===== src/rtl/uart_tx_tick.sv =====
// UART frame transmitter paced by a one-clock baud strobe from the clock divider.
// Frames are start bit, LSB-first data, optional parity and stop bit(s), with every output registered.
module uart_tx_tick #(
  parameter int unsigned DATA_BITS = 8,
  parameter int unsigned PARITY    = 0,
  parameter int unsigned STOP_BITS = 1
) (
  input  logic                 clk,
  input  logic                 rst_n,
  input  logic                 tick,
  input  logic [DATA_BITS-1:0] data,
  input  logic                 valid,
  output logic                 ready,
  output logic                 tx,
  output logic                 busy,
  output logic                 done
);

  localparam int unsigned BIT_CNT_W  = $clog2(DATA_BITS + 1);
  localparam int unsigned STOP_CNT_W = 2;

  typedef enum logic [2:0] {
    IDLE,
    SYNC,
    START,
    DATA,
    PAR,
    STOP
  } state_t;

  state_t                state;
  logic [DATA_BITS-1:0]  shift;
  logic                  par_bit;
  logic [BIT_CNT_W-1:0]  bit_cnt;
  logic [STOP_CNT_W-1:0] stop_cnt;
  logic                  par_c;

  // Parity of the word being accepted; odd mode inverts the plain XOR.
  assign par_c = (PARITY == 1) ? ~(^data) : (^data);

  always_ff @(posedge clk or negedge rst_n) begin
    if (!rst_n) begin
      state    <= IDLE;
      shift    <= '0;
      par_bit  <= 1'b0;
      bit_cnt  <= '0;
      stop_cnt <= '0;
      tx       <= 1'b1;
      ready    <= 1'b1;
      busy     <= 1'b0;
      done     <= 1'b0;
    end else begin
      done <= 1'b0;
      unique case (state)
        // Ticks are ignored here, so a tick in the accept cycle never starts the frame.
        IDLE: begin
          if (valid && ready) begin
            shift    <= data;
            par_bit  <= par_c;
            bit_cnt  <= '0;
            stop_cnt <= '0;
            ready    <= 1'b0;
            busy     <= 1'b1;
            state    <= SYNC;
          end
        end
        SYNC: begin
          if (tick) begin
            tx    <= 1'b0;
            state <= START;
          end
        end
        START: begin
          if (tick) begin
            tx      <= shift[0];
            shift   <= shift >> 1;
            bit_cnt <= BIT_CNT_W'(1);
            state   <= DATA;
          end
        end
        DATA: begin
          if (tick) begin
            if (bit_cnt < BIT_CNT_W'(DATA_BITS)) begin
              tx      <= shift[0];
              shift   <= shift >> 1;
              bit_cnt <= bit_cnt + 1'b1;
            end else if (PARITY != 0) begin
              tx    <= par_bit;
              state <= PAR;
            end else begin
              tx       <= 1'b1;
              stop_cnt <= STOP_CNT_W'(1);
              state    <= STOP;
            end
          end
        end
        PAR: begin
          if (tick) begin
            tx       <= 1'b1;
            stop_cnt <= STOP_CNT_W'(1);
            state    <= STOP;
          end
        end
        STOP: begin
          if (tick) begin
            if (stop_cnt < STOP_CNT_W'(STOP_BITS)) begin
              stop_cnt <= stop_cnt + 1'b1;
            end else begin
              done  <= 1'b1;
              ready <= 1'b1;
              busy  <= 1'b0;
              state <= IDLE;
            end
          end
        end
        default: begin
          tx    <= 1'b1;
          ready <= 1'b1;
          busy  <= 1'b0;
          state <= IDLE;
        end
      endcase
    end
  end

endmodule


===== config.mk =====
export PLATFORM = sky130hd
export DESIGN_NAME = uart_tx_tick
export DESIGN_NICKNAME = d
export VERILOG_FILES = /design/src/rtl/uart_tx_tick.sv
export SDC_FILE = /design/constraint.sdc
export NUM_CORES = 1
export LEC_CHECK = 0
export CORE_MARGIN = 5
export CORE_UTILIZATION = 36
export CTS_CLUSTER_DIAMETER = 200
export DETAILED_ROUTE_END_ITERATION = 10
export GPL_TIMING_DRIVEN = 0
export PLACE_DENSITY = 0.65
export SYNTH_ARGS = -nofsm -noshare
export SYNTH_HDL_FRONTEND = slang
export SYNTH_SLANG_ARGS = --single-unit

===== constraint.sdc =====
create_clock -name clk -period 1.85 [get_ports clk]
set_input_delay 0.37 -clock clk [delete_from_list [all_inputs] [get_ports clk]]
set_output_delay 0.37 -clock clk [all_outputs]
set_load 0.02 [all_outputs]

Yosys cells after proc, flatten, opt, wreduce, memory -nomap -nowiden
Index checks and enable logic that the tools add are counted.

operators by class
  magnitude comparators = 2
  eq/ne operators = 15
  $add $sub $neg = 2
  multiplexer cells = 43
  bitwise operators = 2
  reduce and logical (&&, ||, !) cells = 11

operators with widths
  operator               number
  $mux W8                4
  $mux W3                8
  $pmux W8 S3            1
  $ne A2 B2 Y1 const B   10
  $pmux W3 S6            1
  $mux W4                4
  $mux W1                14
  $mux W2                6
  $pmux W4 S3            1
  $reduce_and A5 Y1      2
  $pmux W2 S4            1
  $reduce_and A8 Y1      1
  $reduce_and A7 Y1      1
  $eq A3 B2 Y1 const B   2
  $eq A3 B3 Y1 const B   2
  $pmux W1 S3            2
  $pmux W1 S5            1
  $add A4 B1 Y4 const B  1
  $lt A4 B4 Y1 const B   1
  $reduce_and A4 Y1      1
  $reduce_bool A4 Y1     1
  $reduce_or A4 Y1       1
  $eq A3 B1 Y1 const B   1
  $logic_not A3 Y1       1
  6 further kinds        7

storage, ports and cells
  output and inout bits = 4
  bits in registers = 21
  bits of input ports = 12

Longest topological paths before layout
Gate-level depths: netlist (run 1).

  depth in word-level cells = 4
  depth in mapped cells = 6

Worst setup path before layout (run 1)
OpenSTA, ideal clock, no wires.

  path type = reg2reg
  from = register ready
  to = register shift[7]
  slack = 0.160 ns
  required time = 1.723 ns
  cell stages (with the launch flop) = 5
  arrival = 1.563 ns
  path buffers = 1
  cell sequence = dfstp_2 > a211oi_2 > a2111oi_4 > buf_4 > mux2_1

on the way
  longest elaborated chain between the ends = 3

ends and longest elaborated chain
  item                         RTL line  RTL
  start, declared              13        output logic ready,
  start signal, assigned       49        ready <= 1'b1;
  start signal, assigned       62        ready <= 1'b0;
  start signal, assigned       110       ready <= 1'b1;
  $logic_and A1 B1 Y1          57        if (valid && ready) begin
  $ne A2 B2 Y1 (no line)       n/a
  $reduce_and A5 Y1 (no line)  n/a
  end signal, assigned         58        shift <= data;
  end signal, assigned         76        shift <= shift >> 1;
  end signal, assigned         85        shift <= shift >> 1;
  end, declared                32        logic [DATA_BITS-1:0] shift;

Every way passes these cells.
A chain may end at the register's enable or synchronous reset.

Worst setup path after layout (run 1)
  from = input port valid
  to = register shift[7]

on the way
  longest elaborated chain between the ends = 3

ends and longest elaborated chain
  item                         RTL line  RTL
  start, declared              12        input logic valid,
  $logic_and A1 B1 Y1          57
  $ne A2 B2 Y1 (no line)       n/a
  $reduce_and A5 Y1 (no line)  n/a

Every way passes these cells.

==> impl_metrics.py, run 1 <==
metrics = {
    "global_route": {
        "antenna_found_initial": 0,
        "grt_pass1_wl_mm": 4.11,
        "grt_start_max_net_pins": 22,
        "overflow": 0,
        "grt_pass1_vias": 962,
        "grt_usage_pct": 12.1,
    },
    "logic_synthesis": {
        "synth_area_um2": 1130,
        "ys_ff_latch": 21,
        "synth-seq-area-share_pct": 46.7,
        "netlist_top_cells_area": "dfrtp_1, a21oi_1, mux2i_1, o21ai_0, dfstp_2",
        "syn_nets": 130,
        "synth_top_area_share_pct": 42.0,
        "yosysWarnings": 0,
        "ys_types": 36,
        "yosysTopAreaCell": "dfrtp_1",
        "avgSynthCellArea_um2": 9.75,
        "synthCells": 116,
    },
    "pwr": {
        "comb_power_share_pct": 47.5,
        "p_int_mw": 1.18,
        "p_total_mw": 1.97,
        "power_frac_clock_pct": 11.3,
        "power.leakage_nw": 0.613,
        "power_switching_mw": 0.794,
        "ir_drop_mv": 0.704,
        "swShare_pct": 40.3,
        "powerDensity_nw_per_um2": 1440,
        "seq_power_share_pct": 41.2,
    },
    "worst_hold_path": {
        "hold_path_class": "in2reg",
    },
    "place": {
        "placed_cell_area_um2": 1340,
        "portBuffers": 15,
        "post-dp-hpwl_mm": 1.73,
        "gp_congestion": 0.762,
    },
    "sta": {
        "fmaxAchievable_mhz": 566,
        "hold_viol_final": 0,
        "setup_viol_count_final": 0,
        "finClkSkew_ns": 0.00143,
        "relSlewSlack_pct": 36.5,
        "finalCriticalPeriod_ns": 1.77,
        "fin_tns_setup_ns": 0,
        "rsz0062_at_grt": "false",
        "worstMarginPinSlew_ns": 0.950,
        "period_share_pct": 95.6,
        "drv_slew": 0,
    },
    "routing": {
        "dr.pass1.iters": 4,
        "via_count": 902,
        "post_drt_via_cell_ratio": 5.04,
        "wl_per_cell_um": 12.9,
        "drt_iter0_markers": 71,
        "ant_nets": 0,
        "drc_errors": 0,
        "routed_wl_mm": 2.32,
    },
    "setup_path": {
        "start_kind": "primary input",
        "worst-path-max-fanout": 10,
        "crit_required_ns": 2.05,
        "end_kind": "register",
        "critPathArrivalTime_ns": 1.97,
        "path_class": "in2reg",
    },
    "floorplan": {
        "die_h_um": 66.1,
        "die-area_um2": 4360,
        "die_x_um": 66.1,
        "num_rows": 20,
        "start_util_pct": 37.4,
        "top_level_ports": 16,
        "core_um2": 3030,
    },
    "final_layout": {
        "antenna_cells": 0,
        "drive_gt1_share_pct": 11.9,
        "fillers": 301,
        "fin_nets": 150,
        "syn2layout_area_growth_pct": 20.6,
        "postLayoutCellArea_um2": 1360,
    },
    "clock_network": {
        "path_clk_slew_ns": 0.12,
        "clockBufferDepth": 2,
        "clk_root_buffer_cell": "clkbuf_4",
        "post_cts_buffers": 0,
        "cts_tree": "done",
        "clock-sinks": 21,
        "h-tree-depth": 1,
        "clk_latency_ns": 0.30,
        "numCtsBuffers": 3,
    },
    "outcome": {
        "status": "complete, no violations",
    },
    "run": {
        "drv_cap": 0,
    },
}
-- cell type report --
cell class              count  area (um^2)  area share, %
inverters                   7         26.3           1.93
well taps                  44         55.1           4.04
repair buffers             15          150           11.0
flip-flops and latches     21          528           38.7
clock inverters             1         5.00          0.367
clock buffers               3         22.5           1.65
plain buffers               6         40.0           2.94
multi-input cells          82          537           39.4
-- cell usage in the layout, fill, tap and decap left out, types with 2 or more instances in the layout --
master / synthesis / routed
nor3_1: 2 / 2
ha_1: 2 / 2
nand2b_1: 4 / 4
o21ai_0: 11 / 11
dlygate4sd2_1: 0 / 2
nand3_1: 2 / 2
nor2_1: 13 / 13
clkdlybuf4s50_1: 0 / 12
clkbuf_4: 0 / 3
nand2_1: 4 / 4
dfstp_2: 2 / 2
nor2b_1: 3 / 3
dfrtp_1: 19 / 19
a21oi_1: 14 / 14
mux2i_1: 7 / 7
o211ai_1: 2 / 2
buf_2: 2 / 2
buf_4: 2 / 2
inv_1: 7 / 7
-- metal layers --
layer / global-route usage [%] / vias up / part of all wire, %
met5: 0 / - / 0
met4: 2.03 / 0 / 0.35
met3: 4.59 / 2 / 5.4
met2: 21.4 / 20 / 50
met1: 14.2 / 434 / 44
li1: - / 446 / -
-- synth_stat cells, drive strengths merged --
library cell / count
dfrtp: 19
a21oi: 14
nor2: 13
o21ai: 11
inv: 7
mux2i: 7
buf: 5
nand2: 4
nand2b: 4
nor2b: 3
and2: 2
dfstp: 2
ha: 2
mux2: 2
nand3: 2
nor3: 2
o211ai: 2
a2111oi: 1
a211oi: 1
a22o: 1
a22oi: 1
a2bb2oi: 1
a31oi: 1
and3: 1
and3b: 1
and4bb: 1
clkbuf: 1
nand4: 1
o22ai: 1
o311a: 1
o31a: 1
o31ai: 1
-- flip-flops by register name, summed over array words and instances, names as in the netlist --
register,count
shift,8
tx,1
bit_cnt,4
ready,1
busy,1
stop_cnt,2
done,1
state,3
-- repair_timing --
action / in CTS / in global routing
setup endpoints to repair: 2 / 1
gates resized for setup: 2 / 1
hold buffers: 0 / 0
-- metrics by stage --
step	utilization (%)	worst slack (ns)	hold slack, ns	std cells
after CTS	45.0	0.0807	0.520	179
after global placement	44.1	-0.208	0.475	175
after detailed placement	44.1	-0.254	0.491	175
after floorplan	-	0.160	0.0744	116
after global routing	45.0	0.0147	0.521	179
final	45.0	0.0822	0.497	179
-- path summary, 6_finish.rpt --
check	slack [ns]	depth (start not counted)	startpoint	end
setup / recovery	0.08	5	valid	shift[7]$_DFFE_PN0P_
hold / removal	0.50	2	tick	done$_DFF_PN0_
setup reg to reg	0.10	4	ready$_DFFE_PN1P_	shift[7]$_DFFE_PN0P_
hold reg to reg	0.51	1	shift[7]$_DFFE_PN0P_	shift[7]$_DFFE_PN0P_
max in group asynchronous	0.69	1	rst_n	shift[0]$_DFFE_PN0P_
min in group asynchronous	0.58	1	rst_n	done$_DFF_PN0_
-- critical path, stage by stage --
cell             delay, ns
clkdlybuf4s50_1       0.55
a211oi_2              0.12
a2111oi_4             0.36
buf_4                 0.23
mux2_1                0.33
-- logic make-up (layout without fill, tap and decap cells) --
logic type,after synthesis,after routing,synth area share [%]
buffers and inverters,13,32,5.86
DFF,21,21,46.7
AOI/OAI and AO/OA,37,37,21.6
and+or+nand+nor,34,34,15.5
muxes,9,9,8.19
adders and majority gates,2,2,2.21
-- power groups by stage --
| stage | registers (mW) | logic, mW | clock network [mW] |
|---|---|---|---|
| floorplan | 0.819 | 0.691 | 0 |
| global route | 0.846 | 1.06 | 0.255 |
| global placement | 0.811 | 0.926 | 0 |
| finish | 0.811 | 0.935 | 0.223 |
| CTS | 0.814 | 0.953 | 0.235 |
| detailed placement | 0.825 | 0.965 | 0 |
Power figures use the tool's default switching activity.
==> run 2: changes to the inputs <==
--- a/config.mk
+++ b/config.mk
@@ -10,7 +10,7 @@
 export CTS_CLUSTER_DIAMETER = 200
 export DETAILED_ROUTE_END_ITERATION = 10
 export GPL_TIMING_DRIVEN = 0
-export PLACE_DENSITY = 0.65
+export PLACE_DENSITY = 0.67
 export SYNTH_ARGS = -nofsm -noshare
 export SYNTH_HDL_FRONTEND = slang
 export SYNTH_SLANG_ARGS = --single-unit
==> constraint.sdc (replaced) <==
create_clock -name clk -period 1.51 [get_ports clk]
set_input_delay 0.302 -clock clk [delete_from_list [all_inputs] [get_ports clk]]
set_output_delay 0.302 -clock clk [all_outputs]
set_load 0.02 [all_outputs]
==> run 2 against run 1 <==
The run now ends with negative setup slack left. Sequential share of layout area decreased by 2.1 points. Critical path type is now reg2reg. Sequential cell count unchanged. Utilization increased by 2.8 points. Worst hold slack improved by 0.0099 ns. First-iteration DRC count increased by 2.8%.
==> impl_metrics.py, run 2 (same netlist as run 1, synthesis figures left out) <==
metrics = {
    "final_layout": {
        "layout_commonest_cell": "dfrtp_1",
        "fin_cells": 184,
        "largest_reg_flops": 8,
        "antenna_cells": 0,
        "top_regs": "shift (8), bit_cnt (4), state (3)",
        "fin_nets": 155,
        "layout_common_cells": "dfrtp_1, a21oi_1, nor2_1",
        "syn2layout_area_growth_pct": 28.0,
        "largest_register": "shift",
        "final_core_util_pct": 47.8,
        "drive_gt1_share_pct": 21.4,
        "postLayoutCellArea_um2": 1450,
    },
    "floorplan": {
        "die-area_um2": 4360,
        "core_um2": 3030,
        "num_rows": 20,
        "start_util_pct": 37.4,
        "die_x_um": 66.1,
        "die_h_um": 66.1,
        "top_level_ports": 16,
    },
    "global_route": {
        "grt_start_max_net_pins": 22,
        "grt_pass1_wl_mm": 4.12,
        "grt_usage_pct": 12.0,
        "overflow": 0,
        "antenna_found_initial": 0,
        "grt_pass1_vias": 927,
    },
    "routing": {
        "via_count": 939,
        "dr.pass1.iters": 4,
        "drc_errors": 0,
        "routed_wl_mm": 2.36,
        "ant_nets": 0,
        "post_drt_via_cell_ratio": 5.10,
        "wl_per_cell_um": 12.8,
        "drt_iter0_markers": 73,
    },
    "clock_network": {
        "clock-sinks": 21,
        "path_clk_slew_ns": 0.12,
        "clk_latency_ns": 0.31,
        "clockBufferDepth": 2,
        "cts_tree": "done",
        "holdBufCountCts": 0,
        "numCtsBuffers": 3,
        "h-tree-depth": 1,
        "clk_root_buffer_cell": "clkbuf_4",
    },
    "sta": {
        "fin_tns_setup_ns": -0.106,
        "setup_ws_ns": -0.0718,
        "period_share_pct": 105,
        "setup_viol_count_final": 4,
        "finalCriticalPeriod_ns": 1.58,
        "finClkSkew_ns": 0.00426,
        "hold_viol_final": 0,
        "relSlewSlack_pct": 37.2,
        "drv_slew": 0,
        "hold_slack_ns": 0.507,
        "fmaxAchievable_mhz": 632,
        "worstMarginPinSlew_ns": 0.940,
        "rsz0062_at_grt": "true",
    },
    "place": {
        "placed_cell_area_um2": 1360,
        "gp_congestion": 0.769,
        "place_inst": 175,
        "post-dp-hpwl_mm": 1.73,
        "place_ws_ns": -0.560,
        "portBuffers": 15,
    },
    "pwr": {
        "powerDensity_nw_per_um2": 1810,
        "swShare_pct": 39.9,
        "seq_power_share_pct": 38.3,
        "comb_power_share_pct": 51.0,
        "power.leakage_nw": 0.652,
        "power_frac_clock_pct": 10.7,
        "ir_drop_mv": 0.989,
        "p_int_mw": 1.57,
        "p_total_mw": 2.62,
        "power_switching_mw": 1.04,
    },
    "run": {
        "drv_cap": 0,
    },
    "setup_path": {
        "critPathArrivalTime_ns": 1.79,
        "start_kind": "register",
        "crit_required_ns": 1.72,
        "end_kind": "register",
        "worst-path-max-fanout": 8,
        "path_class": "reg2reg",
    },
    "outcome": {
        "status": "complete, but fails checks",
        "violations": "negative setup slack",
    },
    "worst_hold_path": {
        "hold_path_class": "in2async",
    },
}
[run 2: final timing paths]
path                                              start                 endpoint  slack [ns]  cells after the start
min in group clk                stop_cnt[1]$_DFFE_PN0P_  stop_cnt[1]$_DFFE_PN0P_        0.52                      1
max in group asynchronous                         rst_n     state[1]$_DFFE_PN0P_        0.38                      1
worst min register to register  stop_cnt[1]$_DFFE_PN0P_  stop_cnt[1]$_DFFE_PN0P_        0.52                      1
worst max-delay path               state[1]$_DFFE_PN0P_     shift[7]$_DFFE_PN0P_       -0.07                      4
worst min-delay path                              rst_n  stop_cnt[0]$_DFFE_PN0P_        0.51                      1
worst max register to register     state[1]$_DFFE_PN0P_     shift[7]$_DFFE_PN0P_       -0.07                      4
[run 2: routing by layer]
layer	wire [um]	up-vias	GRT usage, %
li1	-	461	-
met1	1080	457	14.6
met2	1150	19	20.7
met3	116	2	3.91
met4	16	0	2.28
met5	0	-	0
[run 2: worst max-delay path: stages (launching register included)]
cell	delay, ns
dfrtp_2	0.49
nor2b_4	0.16
a2111oi_4	0.36
buf_6	0.18
mux2_4	0.29
[run 2: final cells by class]
cell class / instances / area (um^2)
Fill cell: 290 / 1580
Multi-Input combinational cell: 82 / 577
Sequential cell: 21 / 531
Timing Repair Buffer: 20 / 179
Tap cell: 44 / 55.1
Buffer: 6 / 50.0
Inverter: 7 / 26.3
Clock buffer: 3 / 22.5
Clock inverter: 1 / 7.51
[run 2: what timing repair did]
action | CTS | global route
setup endpoints to repair | 17 | 15
resized for setup | 15 | 3
setup buffers | 3 | 2
[run 2: power groups by stage]
| stage | Clock [mW] | Combinational (mW) | Sequential, mW |
|---|---|---|---|
| final | 0.279 | 1.33 | 1.00 |
| after global routing | 0.310 | 1.47 | 1.04 |
| after CTS | 0.288 | 1.31 | 1.00 |
| after detailed placement | 0 | 1.22 | 1.03 |
| after global placement | 0 | 1.17 | 1.02 |
| after floorplan | 0 | 0.883 | 1.02 |
